===== config.mk =====
export PLATFORM = sky130hd
export DESIGN_NAME = genbus_ctrl
export DESIGN_NICKNAME = d
export VERILOG_FILES = /design/src/rtl/genbus_pkg.sv /design/src/rtl/genbus_tmo.sv /design/src/rtl/genbus_ctrl.sv
export SDC_FILE = /design/constraint.sdc
export NUM_CORES = 1
export LEC_CHECK = 0
export CORE_MARGIN = 2
export CORE_UTILIZATION = 47
export DETAILED_ROUTE_END_ITERATION = 16
export PLACE_DENSITY = 0.86
export SYNTH_ARGS = -nofsm -noshare
export SYNTH_HDL_FRONTEND = slang
export SYNTH_SLANG_ARGS = --single-unit

===== constraint.sdc =====
create_clock -name clk -period 4.1 [get_ports clk]
set_input_delay 0.82 -clock clk [delete_from_list [all_inputs] [get_ports clk]]
set_output_delay 0.82 -clock clk [all_outputs]
set_load 0.05 [all_outputs]

===== src/rtl/genbus_pkg.sv =====
// Shared types for the genbus master sequencer: bus widths, FSM state type
// and the one-hot select decoder used in DECODE.
package genbus_pkg;

  localparam int ADR_W      = 8;
  localparam int DAT_W      = 8;
  localparam int MAX_SLAVES = 16;
  localparam int IDX_W      = 4;

  typedef enum logic [1:0] {
    IDLE   = 2'd0,
    DECODE = 2'd1,
    ACCESS = 2'd2,
    DONE   = 2'd3
  } ctrl_state_t;

  typedef struct packed {
    logic             valid;
    logic [IDX_W-1:0] idx;
  } onehot_t;

  // valid only when exactly one select bit is set; narrower selects are zero-extended
  function automatic onehot_t onehot_idx(input logic [MAX_SLAVES-1:0] sel);
    onehot_t r;
    int      n;
    r.valid = 1'b0;
    r.idx   = '0;
    n       = 0;
    for (int i = 0; i < MAX_SLAVES; i++) begin
      if (sel[i]) begin
        n     = n + 1;
        r.idx = IDX_W'(i);
      end
    end
    r.valid = (n == 1);
    return r;
  endfunction

endpackage


===== src/rtl/genbus_tmo.sv =====
// Access timeout counter: cleared outside ACCESS, counts ACCESS cycles from 1,
// flags expiry when the count reaches TMO.
module genbus_tmo #(
  parameter int TMO = 15
) (
  input  logic clk,
  input  logic rst,
  input  logic clr_i,
  input  logic en_i,
  output logic expired_o
);

  logic [7:0] cnt_q, cnt_d;

  always_comb begin
    cnt_d = cnt_q;
    if (clr_i) begin
      cnt_d = 8'd0;
    end else if (en_i && (cnt_q != 8'hFF)) begin
      cnt_d = cnt_q + 8'd1;
    end else begin
      cnt_d = cnt_q;
    end
  end

  always_ff @(posedge clk or posedge rst) begin
    if (rst) begin
      cnt_q <= 8'd0;
    end else begin
      cnt_q <= cnt_d;
    end
  end

  assign expired_o = (cnt_q == 8'(TMO));

endmodule


===== src/rtl/genbus_ctrl.sv =====
// Master-side genbus sequencer: IDLE -> DECODE -> ACCESS -> DONE.
// Optional 8-bit saturating error counter under GENBUS_CTRL_ERRCNT_EN.
module genbus_ctrl
  import genbus_pkg::*;
#(
  parameter int NSLAVES = 2,
  parameter int TMO     = 15
) (
  input  logic                     clk,
  input  logic                     rst,
  input  logic                     m_req,
  input  logic                     m_we,
  input  logic [ADR_W-1:0]         m_adr,
  input  logic [DAT_W-1:0]         m_wdat,
  output logic                     m_gnt,
  output logic                     m_rdy,
  output logic [DAT_W-1:0]         m_rdat,
  output logic                     m_err,
  output logic [ADR_W*NSLAVES-1:0] s_adr,
  input  logic [NSLAVES-1:0]       s_sel,
  output logic [NSLAVES-1:0]       s_req,
  output logic                     s_we,
  output logic [DAT_W-1:0]         s_wdat,
  input  logic [DAT_W*NSLAVES-1:0] s_rdat,
  input  logic [NSLAVES-1:0]       s_ack
`ifdef GENBUS_CTRL_ERRCNT_EN
  ,
  output logic [7:0]               err_cnt
`endif
);

  localparam int KW = (NSLAVES > 1) ? $clog2(NSLAVES) : 1;

  ctrl_state_t             state_q, state_d;
  logic [ADR_W-1:0]        adr_q, adr_d;
  logic                    we_q, we_d;
  logic [DAT_W-1:0]        wdat_q, wdat_d;
  logic [DAT_W-1:0]        rdat_q, rdat_d;
  logic [KW-1:0]           k_q, k_d;
  logic [NSLAVES-1:0]      req_q, req_d;
  logic                    rdy_q, rdy_d;
  logic                    err_q, err_d;
  logic [MAX_SLAVES-1:0]   sel_ext_s;
  onehot_t                 oh_s;
  logic                    ack_s;
  logic [DAT_W-1:0]        lane_rdat_s;
  logic                    tmo_en_s;
  logic                    tmo_exp_s;

  // Only the selected lane's ack and read data are visible to the FSM
  always_comb begin
    ack_s       = 1'b0;
    lane_rdat_s = '0;
    for (int i = 0; i < NSLAVES; i++) begin
      ack_s       = (k_q == KW'(i)) ? s_ack[i] : ack_s;
      lane_rdat_s = (k_q == KW'(i)) ? s_rdat[i*DAT_W +: DAT_W] : lane_rdat_s;
    end
  end

  always_comb begin
    sel_ext_s              = '0;
    sel_ext_s[NSLAVES-1:0] = s_sel;
    oh_s                   = onehot_idx(sel_ext_s);
  end

  always_comb begin
    state_d = state_q;
    adr_d   = adr_q;
    we_d    = we_q;
    wdat_d  = wdat_q;
    rdat_d  = rdat_q;
    k_d     = k_q;
    req_d   = '0;
    rdy_d   = 1'b0;
    err_d   = 1'b0;
    case (state_q)
      IDLE: begin
        if (m_req) begin
          adr_d   = m_adr;
          we_d    = m_we;
          wdat_d  = m_wdat;
          state_d = DECODE;
        end else begin
          state_d = IDLE;
        end
      end
      DECODE: begin
        if (oh_s.valid) begin
          k_d     = oh_s.idx[KW-1:0];
          state_d = ACCESS;
          for (int i = 0; i < NSLAVES; i++) begin
            req_d[i] = (oh_s.idx == IDX_W'(i));
          end
        end else begin
          state_d = DONE;
          rdy_d   = 1'b1;
          err_d   = 1'b1;
        end
      end
      ACCESS: begin
        // an ack in the expiry cycle still completes without error
        if (ack_s) begin
          rdat_d  = we_q ? rdat_q : lane_rdat_s;
          state_d = DONE;
          rdy_d   = 1'b1;
        end else if (tmo_exp_s) begin
          state_d = DONE;
          rdy_d   = 1'b1;
          err_d   = 1'b1;
        end else begin
          req_d   = req_q;
        end
      end
      DONE: begin
        state_d = IDLE;
      end
      default: begin
        state_d = IDLE;
      end
    endcase
  end

  assign tmo_en_s = (state_d == ACCESS);

  genbus_tmo #(.TMO(TMO)) u_tmo (
    .clk       (clk),
    .rst       (rst),
    .clr_i     (~tmo_en_s),
    .en_i      (tmo_en_s),
    .expired_o (tmo_exp_s)
  );

  always_ff @(posedge clk or posedge rst) begin
    if (rst) begin
      state_q <= IDLE;
      adr_q   <= '0;
      we_q    <= 1'b0;
      wdat_q  <= '0;
      rdat_q  <= '0;
      k_q     <= '0;
      req_q   <= '0;
      rdy_q   <= 1'b0;
      err_q   <= 1'b0;
    end else begin
      state_q <= state_d;
      adr_q   <= adr_d;
      we_q    <= we_d;
      wdat_q  <= wdat_d;
      rdat_q  <= rdat_d;
      k_q     <= k_d;
      req_q   <= req_d;
      rdy_q   <= rdy_d;
      err_q   <= err_d;
    end
  end

`ifdef GENBUS_CTRL_ERRCNT_EN
  logic [7:0] err_cnt_q;

  always_ff @(posedge clk or posedge rst) begin
    if (rst) begin
      err_cnt_q <= 8'd0;
    end else if (rdy_d && err_d && (err_cnt_q != 8'hFF)) begin
      err_cnt_q <= err_cnt_q + 8'd1;
    end else begin
      err_cnt_q <= err_cnt_q;
    end
  end

  assign err_cnt = err_cnt_q;
`endif

  // grant is combinational so the capture cycle itself carries the pulse
  assign m_gnt  = (state_q == IDLE) & m_req;
  assign m_rdy  = rdy_q;
  assign m_err  = err_q;
  assign m_rdat = rdat_q;
  assign s_adr  = {NSLAVES{adr_q}};
  assign s_req  = req_q;
  assign s_we   = we_q;
  assign s_wdat = wdat_q;

endmodule


==> results.md <==
- Worst setup slack for register-to-register paths: ~2.2 ns
- Count of boundary I/O pins: 78
- Number of flops mapped to enable cells by yosys: 0
- Final critical-path required period: roughly 3 ns
- Overflow left after global routing: 0
- Cell at the root of the clock tree: sky130_fd_sc_hd__clkbuf_8
- Mapped cell area: between 1500 and 2000 um^2
- Worst endpoint required time: approximately 3.3 ns
- Number of fillers in the final layout: around 310
- H-tree level count: 2
- Distinct cells, synth: 35
- X dimension of the die: between 60 and 70 um
- Remaining max-slew budget at the tightest pin: 0.533
- Depth of the worst hold-timing path: 2
- Number of instances in the placed design: about 280
- Internal cell power: roughly 1300 uW
- Cell count of the worst reg-to-reg path: 4
- Number of nets still failing antenna checks after routing: 0
- Worst setup EP type: output pin
- Syn Inst Count: between 150 and 200
- First-iteration detailed-routing DRC count: 66
- IO Port Bufs: 77
- Resized Gates After CTS: 0
- Ratio of total power to cell area: around 870 nW/um^2
- Seq cells post-synth: 40
- Switching power of the nets: about 1200 uW
- Setup repair after global routing missed its margin: false
- Routed wire length: ~4000 um
- Net Count, Synth: roughly 210
- Vias after detailed routing: about 1500
- Post-route fraction of the period consumed by the critical path: 0.751
- Part of the Yosys area used for sequential elements: 0.510
- Flip-flop cell with the highest count after synthesis: sky130_fd_sc_hd__dfrtp_1
- Arrival time worst endpoint: approximately 2.3 ns
- Maxcap violations: 0
- Total negative slack for setup checks: 0 ns
- Most common cell after layout, fill and taps aside: sky130_fd_sc_hd__clkdlybuf4s50_1
- Number of buffers created by CTS: 5
- Total clock sinks: 40
- Number of hold-slack violations in the final timing report: 0
- Cell leakage power: 0.00122 uW
- Placeable Area: around 4000 um^2
- Top library cells by usage in the layout, fill and taps aside: sky130_fd_sc_hd__clkdlybuf4s50_1 (77), sky130_fd_sc_hd__dfrtp_1 (40), sky130_fd_sc_hd__mux2_2 (17)
- Terminus of the critical flop-to-flop path: u_tmo.cnt_q[6]$_DFFE_PP0P_
- Mean post-synth cell area: 11.8 um^2
- Top achievable clock speed: 325 MHz
- Hold wc startpoint: m_rdat[1]$_DFFE_PP0P_
- Growth of design area from synthesis to finish: 44.9%
- Ant. Diodes: 0
- Global-route wire length before repair: between 6000 and 7000 um
- Sw frac: 0.481
- Largest buffer count on any clock path: 2
- Clock tree from TritonCTS: built
- Synth warnings: 0
- Initial standard-cell utilization of the core: 0.491
- Clk_skew: a little over 0.009 ns
- Run status: finished clean
- Antenna violations before repair: 0
- # nets final: around 290
- Fraction of final layout cells with drive strength greater than 1: 0.146
- FP Rows: 23
- Path type of the worst min-delay path: reg2reg
- Type of origin of the critical path: input port
- Number of global-route vias before repair: ~1400
- Clock network fraction of total power: 0.132
- Largest net degree at the start of global routing: 23
- Maximum net fanout on the critical path: 2
- Die Ht: a little under 70 um
- Power share of the sequential group: 0.266
- Proportion of register bits with asynchronous set or reset after synthesis: 1.00
- Hold Crit Endpoint: m_rdat[1]$_DFFE_PP0P_
- Vias per Instance: a little over 5
- Count of unresolved DRC violations after routing: 0
- Proportion of power drawn by combinational gates: 0.602
- Final Wtd Congestion: 0.845
- Footprint of the multi-input gates: around 840 um^2
- Final Max Slew Viols: 0
- Clock insertion delay at the later pin of the skew report: 0.29 ns
- Setup bufs post-CTS: 0
- DR WL/cell: around 14 um
- Maximum resistive drop on vdd: between 0.3 and 0.4 mV
- Start-to-end type of the worst setup path: in2out
- DP HPWL: roughly 3200 um
- Non-filler instance count after layout: 290
- DIE AREA: 4710 um^2
- Actual transition at the worst max-transition pin: about 0.70 ns
- Combined global-route utilization of all metal layers: 0.180
- Storage element area: roughly 1000 um^2
- Worst flop-to-flop path startpoint: k_q$_DFFE_PP0P_
- Detailed-router iteration count before antenna repair: 4
- Post-cts hold buffer count: 0
- Number of endpoints failing setup at the final stage: 0
- Clock slew at reported path FFs: ~0.070 ns
cell type report:
type                            count  share of cell area
Inverter                           11              0.0145
Clock buffer                        5              0.0242
Clock inverter                      3              0.0167
Timing Repair Buffer               79               0.276
Tap cell                           50              0.0220
Multi-Input combinational cell    102               0.295
Sequential cell                    40               0.352
worst max-delay path, cell delays in order:
cell                              delay, ns
sky130_fd_sc_hd__clkdlybuf4s50_1       0.50
sky130_fd_sc_hd__nand2_1               0.08
sky130_fd_sc_hd__inv_1                 0.06
sky130_fd_sc_hd__clkdlybuf4s50_1       0.80
worst max path at each step:
stage	cells after the start	end	start
6_report	4	m_gnt	m_req
5_1_grt	4	m_gnt	m_req
4_1_cts	4	m_gnt	m_req
3_5_place_dp	4	m_gnt	m_req
3_3_place_gp	4	m_gnt	m_req
2_1_floorplan	3	m_gnt	m_req
synthesized netlist by cell type, drive strengths merged, types with 2 or more instances:
cell,n,share of area
a211oi,2,0.013
a41oi,2,0.0089
nand3,4,0.010
inv,11,0.021
mux2,18,0.11
clkbuf,3,0.0064
o21ai,11,0.028
nor2,7,0.013
and2,2,0.0064
nand2,15,0.029
nor3,2,0.010
a31oi,2,0.0064
buf,10,0.036
ha,7,0.045
xor2,2,0.0089
a32oi,2,0.018
a21oi,3,0.0076
mux2i,11,0.056
dfrtp,40,0.51
per-layer routing:
metal  track usage  wire, um  vias up
li1              -         -      718
met1         0.223      1670      706
met2         0.308      2000       56
met3        0.0503       356        5
met4        0.0500        36        0
met5             0         0        -
state kept, by name, summed over array words and instances (netlist names):
name and cells:
m_rdy 1, m_rdat 8, u_tmo.cnt_q 8, k_q 1
s_req 2, state_q 2, s_we 1, adr_q 8
m_err 1, s_wdat 8
through the flow:
step | area, um^2 | worst slack, ns | util | power, uW | hold slack, ns
final | 2850 | 1.02 | 0.712 | 2460 | 0.483
after global routing | 2850 | 0.957 | 0.712 | 2590 | 0.506
after CTS | 2850 | 1.00 | 0.712 | 2490 | 0.488
after detailed placement | 2730 | 1.00 | 0.683 | 2160 | 0.471
after global placement | 2730 | 1.01 | 0.683 | 2120 | 0.464
after floorplan | 1960 | 1.74 | - | 1730 | 0.529
kinds of logic after synthesis:
logic type | synth area share
AO/OA/AOI/OAI | 0.108
XOR/XNOR | 0.00892
adder cells (fa/ha/maj) | 0.0446
buffers and inverters | 0.0631
flip-flops | 0.510
multiplexers | 0.161
AND/OR/NAND/NOR | 0.105
power by group through the flow:
stage          clock, uW  sequential (uW)  combinational [uW]
2_1_floorplan          0             1100                 626
3_3_place_gp           0              655                1470
3_5_place_dp           0              666                1490
4_1_cts              334              657                1500
5_1_grt              350              680                1560
6_report             325              655                1480
No activity file was read; power rests on OpenSTA's default activity.
